### src/rtl/seq_pkg.sv
// Shared types and helpers for the serializer, the 1101 detector bench and the top-level wrapper.
package seq_pkg;

  typedef enum logic {
    IDLE  = 1'b0,
    SHIFT = 1'b1
  } state_t;

  // Width of a bit counter that indexes 0..width-1.
  function automatic int unsigned cnt_width(input int unsigned width);
    return $unsigned($clog2(width));
  endfunction

endpackage

### src/rtl/seq_bit_serializer.sv
// Parallel-in/serial-out stage feeding the 1101 sequence detector.
// Streams WIDTH-bit words one bit per clock with no gap between
// back-to-back words, and holds ser_out low while idle.
module seq_bit_serializer
  import seq_pkg::*;
#(
  parameter int unsigned WIDTH     = 8,
  parameter bit          MSB_FIRST = 1'b1
) (
  input  logic             clk,
  input  logic             rst,
  input  logic [WIDTH-1:0] din,
  input  logic             din_valid,
  output logic             din_ready,
  output logic             ser_out,
  output logic             ser_valid,
  output logic             last,
  output logic             busy
);

  localparam int unsigned   CW       = cnt_width(WIDTH);
  localparam logic [CW-1:0] CNT_LAST = CW'(WIDTH - 1);

  state_t           state;
  // Bits of the current word still waiting to be emitted, aligned so the
  // next one to go out sits at the output end.
  logic [WIDTH-1:0] shreg;
  logic [CW-1:0]    cnt;
  logic             take_c;

  // Bit presented at the output end of a word.
  function automatic logic head(input logic [WIDTH-1:0] w);
    return MSB_FIRST ? w[WIDTH-1] : w[0];
  endfunction

  // Word after one bit has left through the output end; vacated bits fill with 0.
  function automatic logic [WIDTH-1:0] advance(input logic [WIDTH-1:0] w);
    return MSB_FIRST ? (w << 1) : (w >> 1);
  endfunction

  // Ready depends on state only: idle, or on the final bit of a word.
  assign din_ready = (state == IDLE) || last;
  assign take_c    = din_valid && din_ready;
  assign busy      = ser_valid;

  // FSM, shift register, bit counter and registered serial outputs.
  always_ff @(posedge clk or negedge rst) begin
    if (!rst) begin
      state     <= IDLE;
      shreg     <= '0;
      cnt       <= '0;
      ser_out   <= 1'b0;
      ser_valid <= 1'b0;
      last      <= 1'b0;
    end else if (take_c) begin
      // New word: its first bit goes straight to ser_out, the rest wait in shreg.
      state     <= SHIFT;
      shreg     <= advance(din);
      cnt       <= '0;
      ser_out   <= head(din);
      ser_valid <= 1'b1;
      last      <= 1'b0;
    end else begin
      case (state)
        SHIFT: begin
          if (last) begin
            state     <= IDLE;
            shreg     <= '0;
            cnt       <= '0;
            ser_out   <= 1'b0;
            ser_valid <= 1'b0;
            last      <= 1'b0;
          end else begin
            shreg   <= advance(shreg);
            cnt     <= cnt + CW'(1);
            ser_out <= head(shreg);
            last    <= ((cnt + CW'(1)) == CNT_LAST);
          end
        end
        default: begin
          ser_out   <= 1'b0;
          ser_valid <= 1'b0;
          last      <= 1'b0;
        end
      endcase
    end
  end

endmodule

### config.mk
export PLATFORM = sky130hd
export DESIGN_NAME = seq_bit_serializer
export DESIGN_NICKNAME = d
export VERILOG_FILES = /design/src/rtl/seq_pkg.sv /design/src/rtl/seq_bit_serializer.sv
export SDC_FILE = /design/constraint.sdc
export NUM_CORES = 1
export LEC_CHECK = 0
export BUFFER_PORTS_ARGS = -buffer_cell sky130_fd_sc_hd__buf_2
export CORE_UTILIZATION = 35
export CTS_BUF_LIST = sky130_fd_sc_hd__clkbuf_8 sky130_fd_sc_hd__clkbuf_16
export CTS_CLUSTER_DIAMETER = 80
export DETAILED_ROUTE_END_ITERATION = 16
export SETUP_SLACK_MARGIN = 0.1
export SLEW_MARGIN = 20
export SYNTH_ARGS = -nofsm -noshare
export SYNTH_HDL_FRONTEND = slang
export SYNTH_SLANG_ARGS = --single-unit
### constraint.sdc
create_clock -name clk -period 2.4 [get_ports clk]
set_input_delay 0.12 -clock clk [delete_from_list [all_inputs] [get_ports clk]]
set_output_delay 0.12 -clock clk [all_outputs]
set_load 0.005 [all_outputs]
==> results of run 1 <==
[flip-flops by register name (all words and copies together) (netlist names)]
name and flops:
busy 1, cnt 3, last 1, ser_out 1, shreg 7, state 1
[Yosys cell counts]
master | n | area share, %
buf_2 | 2 | 1.3
buf_4 | 2 | 2.0
buf_6 | 2 | 3.0
dfrtp_1 | 14 | 46
ha_1 | 2 | 3.3
inv_1 | 9 | 4.5
mux2_4 | 1 | 2.0
mux2i_1 | 8 | 11
nand2_1 | 1 | 0.50
nand2b_1 | 1 | 0.83
nand2b_4 | 1 | 1.8
nand3_1 | 7 | 4.6
nor2_1 | 1 | 0.50
nor3b_2 | 1 | 1.7
o21ai_0 | 1 | 0.66
o221ai_1 | 1 | 1.2
o221ai_2 | 5 | 9.9
o22ai_1 | 1 | 0.83
o2bb2ai_1 | 1 | 1.2
o32ai_1 | 1 | 1.2
or2b_1 | 1 | 0.99
xnor2_1 | 1 | 1.2
[routing by layer]
layer  vias up  GRT usage [%]
li1        253              -
met1       248           16.6
met2        15           20.9
met3         4           2.20
met4         0           10.3
met5         -              0
[cell families (layout without fill, tap and decap cells)]
family / after synthesis / in the layout / share of synthesized area, %
XOR/XNOR: 1 / 1 / 1.16
multiplexers: 9 / 9 / 12.6
AO/OA/AOI/OAI: 10 / 10 / 14.9
buffers and inverters: 15 / 29 / 10.8
AND/OR/NAND/NOR: 13 / 13 / 10.9
adder cells (fa/ha/maj): 2 / 2 / 3.31
flip-flops: 14 / 14 / 46.4
[final cells by class]
type / instances / area [µm²] / area share, %
clock buffer: 4 / 55.1 / 6.24
inverter: 9 / 33.8 / 3.83
multi-input combinational: 35 / 324 / 36.7
sequential: 14 / 350 / 39.7
tap: 27 / 33.8 / 3.83
timing repair buffer: 16 / 85.1 / 9.65
[worst max-delay path: stages, from the launching register on]
cell	delay, ns
dfrtp_1	0.63
nand2b_4	0.22
buf_2	0.19
[per-stage QoR]
stage,cell area [µm²],hold WS [ns]
global placement,817,0.0383
detailed placement,817,0.0409
global route,882,0.139
CTS,882,0.120
floorplan,756,-0.176
finish,882,0.120
[layout by cell type (no fill, tap or decap), drive strengths merged]
cell type	synthesis	routed
dfrtp	14	14
inv	9	9
o32ai	1	1
o22ai	1	1
nor2	1	1
mux2i	8	8
o21ai	1	1
xnor2	1	1
mux2	1	1
nor3b	1	1
dlygate4sd3	0	1
nand2	1	1
ha	2	2
nand3	7	7
buf	6	15
o2bb2ai	1	1
nand2b	2	2
o221ai	6	6
or2b	1	1
clkbuf	0	4
[how the worst max path moves through the flow]
stage,from,to
floorplan,last,busy
global placement,state,busy
detailed placement,state,busy
CTS,state,din_ready
global route,state,din_ready
finish,state,din_ready
[where the power goes]
| part | internal (W) | leakage [nW] | total (W) | switching (W) |
|---|---|---|---|---|
| combinational | 0.000206 | 0.201 | 0.000397 | 0.000190 |
| sequential | 0.000334 | 0.178 | 0.000428 | 0.0000944 |
| clock | 0.000145 | 0.0288 | 0.000235 | 0.0000896 |
[what timing repair did]
| action | 4_1_cts | 5_1_grt |
|---|---|---|
| endpoints found under the hold margin | 14 | 0 |
| hold buffers | 1 | 0 |
| resized for setup | 0 | 0 |
| setup endpoints to repair | 0 | 0 |
==> flow_metrics.env, run 1 <==
export IMPL_status="finished clean"
export IMPL_ios=16
export IMPL_cts_sinks=14
export IMPL_period_share_pct=58.6
export IMPL_total_power_w=0.00106
export IMPL_worstMarginPinSlew_ns=0.466
export IMPL_place_congestion=0.699
export IMPL_antenna_cells_inserted=0
export IMPL_drc=0
export IMPL_drtIter0Drc=6
export IMPL_ant_nets=0
export IMPL_finalSetupViolations=0
export IMPL_route_met3_wl_um=50
export IMPL_cp_max_fo=14
export IMPL_dp_cells=100
export IMPL_clock_fmax_mhz=711
export IMPL_cts_root_buf="clkbuf_8"
export IMPL_portBuffers=15
export IMPL_layout_cells_non_filler=105
export IMPL_fin_util_pct=44.1
export IMPL_drt_met1_wl_um=610
export IMPL_dieArea_um2=2350
export IMPL_vdd_drop_max_uv=427
export IMPL_required_ns=2.28
export IMPL_cap_violations=0
export IMPL_antenna_found_initial=0
export IMPL_place_hpwl_um=906
export IMPL_first_pass_iters=4
export IMPL_drive_above_1_share_pct=34.6
export IMPL_reg2regPathDepth=2
export IMPL_hold_path_depth=3
export IMPL_numCtsBuffers=3
export IMPL_grt_max_degree=21
export IMPL_yosys_warnings=0
export IMPL_relSlewSlack_pct=69.0
export IMPL_r2r_end="busy"
export IMPL_vias_per_cell=4.95
export IMPL_cts_clk_slew_worst_paths_ns=0.06
export IMPL_timing_rr_start="state"
export IMPL_p_leak_nw=0.408
export IMPL_grt_pass1_vias=525
export IMPL_fin_crit_ns=1.41
export IMPL_highest_layer="met4"
export IMPL_place_ws_ns=1.11
export IMPL_wl_per_cell_um=12.3
export IMPL_row_count=16
export IMPL_crit_arrival_ns=1.29
export IMPL_end_kind="output pin"
export IMPL_hp_start="din[7]"
export IMPL_ys_seq_area_share_pct=46.4
export IMPL_core_area_um2=2000
export IMPL_met2WireLength_um=598
export IMPL_setup_reg_to_reg_worst_slack_ns=1.10
export IMPL_slew_violations=0
export IMPL_min_to="ser_out"
export IMPL_vias=520
export IMPL_die_x_um=48.5
export IMPL_n_fill_cell=187
export IMPL_hold_viol=0
export IMPL_h_tree_depth=1
export IMPL_avgSynthCellArea_um2=11.8
export IMPL_powerDensity_nw_per_um2=1200
export IMPL_synthesis_nets=77
export IMPL_criticalPathCategory="flop to output pin"
export IMPL_syn2layout_area_growth_pct=16.7
export IMPL_yosysUniqueCellTypes=22
export IMPL_cts_tree="built"
export IMPL_syn_cell_area_um2=756
export IMPL_initial_core_util_pct=37.8
export IMPL_syn_instance_count=64
export IMPL_hold_class="input port to flop"
export IMPL_layout_setup_ws_ns=0.993
export IMPL_overflow=0
export IMPL_nets=92
export IMPL_die_h_um=48.5
export IMPL_routed_wl_mm=1.30
export IMPL_skew_ns=0.000953
export IMPL_setup_tns_final_ns=0
export IMPL_startpoint_type="flop"
export IMPL_rsz0062_at_grt="false"
export IMPL_grt_pass1_wl_mm=2.34
export IMPL_synth_seq_cells=14
export IMPL_clock_latency_ns=0.25
export IMPL_grt_usage_pct=13.4
export IMPL_postCtsSetupBuffers=0
export IMPL_clockBufferDepth=2
(Power assumes the default switching activity.)
==> inputs of run 2 (changes only) <==
==> constraint.sdc (replaced) <==
create_clock -name clk -period 1.2 [get_ports clk]
set_input_delay 0.06 -clock clk [delete_from_list [all_inputs] [get_ports clk]]
set_output_delay 0.06 -clock clk [all_outputs]
set_load 0.005 [all_outputs]
==> flow_metrics.env, run 2 (synthesis gave the netlist of run 1 again) <==
export IMPL_grt_max_degree=21
export IMPL_finalSetupViolations=0
export IMPL_top_regs="shreg (7), cnt (3)"
export IMPL_fin_util_pct=45.3
export IMPL_startpoint_type="flop"
export IMPL_p_int_w=0.00141
export IMPL_clock_fmax_mhz=988
export IMPL_path_cells="ha_1 > xnor2_2 > o32ai_1"
export IMPL_p_leak_nw=0.424
export IMPL_crit_arrival_ns=1.12
export IMPL_final_common_cell="buf_2"
export IMPL_regMostFlops="shreg"
export IMPL_criticalPathCategory="flop to flop"
export IMPL_wl_per_cell_um=12.2
export IMPL_grt_pass1_wl_mm=2.37
export IMPL_gr_usage_met2_pct=18.8
export IMPL_final_cell_area_um2=906
export IMPL_overflow=0
export IMPL_cap_violations=0
export IMPL_skew_ns=0.00198
export IMPL_grt_pass1_vias=499
export IMPL_use_met1_pct=18.6
export IMPL_grtUsageMet3_pct=5.03
export IMPL_final_cell_mix="buf_2 (15), dfrtp_1 (14), inv_1 (9)"
export IMPL_place_congestion=0.660
export IMPL_numCtsBuffers=3
export IMPL_period_share_pct=84.3
export IMPL_combPwrFrac_pct=46.6
export IMPL_required_ns=1.31
export IMPL_drtIter0Drc=7
export IMPL_setup_tns_final_ns=0
export IMPL_initial_core_util_pct=37.8
export IMPL_dpl_instance_area_um2=840
export IMPL_die_x_um=48.5
export IMPL_vias=528
export IMPL_h_tree_depth=1
export IMPL_cts_root_buf="clkbuf_8"
export IMPL_drc=0
export IMPL_status="finished clean"
export IMPL_row_count=16
export IMPL_cts_tree="built"
export IMPL_portBuffers=15
export IMPL_place_hpwl_um=928
export IMPL_vdd_drop_max_uv=933
export IMPL_vias_per_cell=4.89
export IMPL_hold_viol=0
export IMPL_ant_nets=0
export IMPL_rsz0062_at_grt="false"
export IMPL_cp_max_fo=3
export IMPL_routed_wl_mm=1.31
export IMPL_clock_latency_ns=0.24
export IMPL_powerDensity_nw_per_um2=2380
export IMPL_grt_busiest_layer="met2"
export IMPL_end_kind="flop"
export IMPL_p_clk_share_pct=16.9
export IMPL_core_area_um2=2000
export IMPL_largest_reg_flops=7
export IMPL_antenna_cells_inserted=0
export IMPL_hold_class="input port to flop"
export IMPL_nets=96
export IMPL_cts_clk_slew_worst_paths_ns=0.05
export IMPL_hp_start="din[0]"
export IMPL_timing_rr_start="cnt[0]"
export IMPL_cpPeakStageDelay_ns=0.39
export IMPL_swShare_pct=34.7
export IMPL_first_pass_iters=4
export IMPL_drive_above_1_share_pct=38.3
export IMPL_startpoint="cnt[0]"
export IMPL_whs_ns=0.0662
export IMPL_grt_usage_pct=13.3
export IMPL_fin_crit_ns=1.01
export IMPL_syn2layout_area_growth_pct=19.9
export IMPL_die_h_um=48.5
export IMPL_slowest_stage="dfrtp_1"
export IMPL_seqPwrFrac_pct=36.5
export IMPL_cts_sinks=14
export IMPL_ios=16
export IMPL_clockBufferDepth=2
export IMPL_relSlewSlack_pct=71.2
export IMPL_slew_violations=0
export IMPL_antenna_found_initial=0
export IMPL_dieArea_um2=2350
export IMPL_switching_power_w=0.000748
export IMPL_worstMarginPinSlew_ns=0.432
==> run 2: final cells by class <==
type,count,area (µm²)
flip-flops and latches,14,350
inverters,9,33.8
multi-input cells,35,332
clock buffers,3,41.3
well taps,27,33.8
fillers,197,1100
repair buffers,20,115
==> run 2: routing by layer <==
metal	share of wire, %	vias up
met5	0	-
met4	0.99	0
li1	-	262
met3	5.3	2
met2	44	15
met1	50	249
==> run 2: worst max-delay path: cells and delay by family (launching register included) <==
kind,cells,cell delay [ns]
XOR/XNOR,1,0.17
adder cells (fa/ha/maj),1,0.23
flip-flops,1,0.39
AO/OA/AOI/OAI,1,0.10
==> run 2: through the flow <==
stage | instances | power, W | worst slack [ns]
3_3_place_gp | 103 | 0.00175 | 0.152
6_report | 108 | 0.00216 | 0.188
2_1_floorplan | 64 | 0.00155 | 0.122
5_1_grt | 108 | 0.00234 | 0.115
4_1_cts | 107 | 0.00214 | 0.108
3_5_place_dp | 103 | 0.00176 | 0.110
==> run 2: repair_timing <==
item | CTS | global route
hold buffers | 1 | 0
hold endpoints to repair | 14 | 0
buffers inserted | 0 | 1
gates resized for setup | 0 | 1
endpoints found under the setup margin | 0 | 2
==> run 2: worst paths after layout <==
| path | end | slack (ns) | cells after the start |
|---|---|---|---|
| max | cnt[2] | 0.19 | 3 |
| min | shreg[1] | 0.07 | 3 |
| max reg2reg | cnt[2] | 0.19 | 3 |
| min reg2reg | cnt[1] | 0.53 | 1 |
| max in group asynchronous | shreg[7] | 0.72 | 2 |
| min in group asynchronous | shreg[2] | 0.24 | 2 |
==> run 2: power groups by stage <==
stage          clock (W)  sequential (W)  combinational [W]
2_1_floorplan          0        0.000781           0.000764
3_3_place_gp           0        0.000789           0.000957
3_5_place_dp           0        0.000791           0.000969
4_1_cts         0.000382        0.000787           0.000971
5_1_grt         0.000400        0.000815            0.00112
6_report        0.000364        0.000786            0.00101
==> inputs of run 3 (changes only) <==
==> constraint.sdc (replaced) <==
create_clock -name clk -period 0.95 [get_ports clk]
set_input_delay 0.0475 -clock clk [delete_from_list [all_inputs] [get_ports clk]]
set_output_delay 0.0475 -clock clk [all_outputs]
set_load 0.005 [all_outputs]
==> flow_metrics.env, run 3 (synthesis gave the netlist of run 1 again) <==
export IMPL_skew_ns=0.000527
export IMPL_grt_busiest_layer="met2"
export IMPL_grt_pass1_wl_mm=2.55
export IMPL_vias=572
export IMPL_hold_viol=0
export IMPL_final_cell_mix="buf_2 (14), dfrtp_1 (13), buf_4 (10)"
export IMPL_cts_root_buf="clkbuf_8"
export IMPL_min_to="ser_out"
export IMPL_cts_clk_slew_worst_paths_ns=0.05
export IMPL_r2r_end="busy"
export IMPL_required_ns=1.08
export IMPL_layout_cells_non_filler=117
export IMPL_h_tree_depth=1
export IMPL_slowest_stage="dfrtp_1"
export IMPL_setup_reg_to_reg_worst_slack_ns=-0.1
export IMPL_first_pass_iters=3
export IMPL_p_leak_nw=0.485
export IMPL_status="complete, but fails checks"
export IMPL_nets=105
export IMPL_cts_tree="built"
export IMPL_criticalPathCategory="flop to flop"
export IMPL_vdd_drop_max_uv=1940
export IMPL_die_x_um=48.5
export IMPL_worstMarginPinSlew_ns=0.341
export IMPL_top_regs="shreg (7), cnt (3)"
export IMPL_reg2regPathDepth=3
export IMPL_clockBufferDepth=2
export IMPL_clock_fmax_mhz=954
export IMPL_period_share_pct=110
export IMPL_n_fill_cell=182
export IMPL_die_h_um=48.5
export IMPL_largest_reg_flops=7
export IMPL_grt_usage_pct=14.4
export IMPL_hp_start="din[7]"
export IMPL_critPathTopFamily="flip-flops"
export IMPL_ios=16
export IMPL_rsz0062_at_grt="true"
export IMPL_dieArea_um2=2350
export IMPL_use_met1_pct=17.4
export IMPL_fin_util_pct=53.8
export IMPL_numCtsBuffers=3
export IMPL_ant_nets=0
export IMPL_cpPeakStageDelay_ns=0.37
export IMPL_regMostFlops="shreg"
export IMPL_powerDensity_nw_per_um2=3380
export IMPL_crit_cells=3
export IMPL_final_common_cell="buf_2"
export IMPL_timing_rr_start="last"
export IMPL_gr_usage_met2_pct=24.2
export IMPL_initial_core_util_pct=37.8
export IMPL_core_area_um2=2000
export IMPL_grt_pass1_vias=604
export IMPL_startpoint_type="flop"
export IMPL_path_cells="nand2b_4 > buf_12 > mux2_4"
export IMPL_hold_path_depth=3
export IMPL_worst_path_buf_inv=1
export IMPL_overflow=0
export IMPL_crit_arrival_ns=1.18
export IMPL_syn2layout_area_growth_pct=42.4
export IMPL_slew_violations=0
export IMPL_relSlewSlack_pct=77.2
export IMPL_drive_above_1_share_pct=52.2
export IMPL_cap_violations=0
export IMPL_antenna_found_initial=0
export IMPL_fin_crit_ns=1.05
export IMPL_antenna_cells_inserted=0
export IMPL_dp_cells=109
export IMPL_finalSetupViolations=15
export IMPL_wl_per_cell_um=13.2
export IMPL_whs_ns=0.0518
export IMPL_grt_max_degree=16
export IMPL_drc=0
export IMPL_clock_latency_ns=0.24
export IMPL_layout_setup_ws_ns=-0.0981
export IMPL_drtIter0Drc=9
export IMPL_end_kind="flop"
export IMPL_vias_per_cell=4.89
export IMPL_cp_max_fo=5
export IMPL_portBuffers=15
export IMPL_cts_sinks=14
export IMPL_place_congestion=0.680
export IMPL_grtUsageMet3_pct=3.77
export IMPL_hold_class="input port to flop"
export IMPL_place_hpwl_mm=1.08
export IMPL_row_count=16
export IMPL_routed_wl_mm=1.54
export IMPL_violations="setup timing"
-- run 3: cell types whose count changed in the layout (fill, tap and decap cells not counted), moves of 2 or more --
cell | before | now
buf_4 | 4 | 10
buf_6 | 0 | 3
ha_1 | 2 | 0
ha_4 | 0 | 2
-- run 3: metrics by stage --
stage / setup WS, ns / total power, W / TNS (ns) / area [µm²]
after floorplan: -0.128 / 0.00203 / -0.816 / 771
after global placement: -0.0522 / 0.00242 / -0.103 / 900
after detailed placement: -0.0962 / 0.00248 / -0.211 / 900
after CTS: -0.105 / 0.00336 / -0.988 / 1010
after global routing: -0.140 / 0.00389 / -1.59 / 1080
final: -0.0981 / 0.00364 / -0.862 / 1080
-- run 3: worst reg2reg max path: stages, from the launching register on --
cell and delay, ns:
dfrtp_1 0.37, nand2b_4 0.16, buf_12 0.13, mux2_4 0.28
-- run 3: layout make-up --
| class | count | area [µm²] | area share (%) |
|---|---|---|---|
| Sequential cell | 14 | 352 | 32.7 |
| Multi-Input combinational cell | 35 | 407 | 37.8 |
| Clock buffer | 3 | 41.3 | 3.84 |
| Timing Repair Buffer | 29 | 209 | 19.4 |
| Tap cell | 27 | 33.8 | 3.14 |
| Inverter | 9 | 33.8 | 3.14 |
-- run 3: routing by layer --
layer  share of wire, %  routed length, µm
met1                 43                666
met2                 53                810
met3                3.4                 52
met4               0.78                 12
met5                  0                  0
-- run 3: report_power, final --
group / switching [W] / internal [W] / leakage [nW] / total, W
clock: 0.000199 / 0.000280 / 0.0216 / 0.000479
sequential: 0.000210 / 0.000850 / 0.177 / 0.00106
combinational: 0.000829 / 0.00127 / 0.286 / 0.00210
-- run 3: worst max path at each step --
stage,start,to,slack [ns]
after CTS,last,busy,-0.10
after global routing,last,busy,-0.14
after floorplan,last,busy,-0.13
final,last,busy,-0.1
after global placement,cnt[0],last,-0.05
after detailed placement,cnt[0],last,-0.1
-- run 3: repair_timing --
item	4_1_cts	5_1_grt
hold buffers	1	0
pin swaps	2	4
resized for setup	7	6
setup buffers	2	2
hold endpoints to repair	14	0
endpoints found under the setup margin	15	16
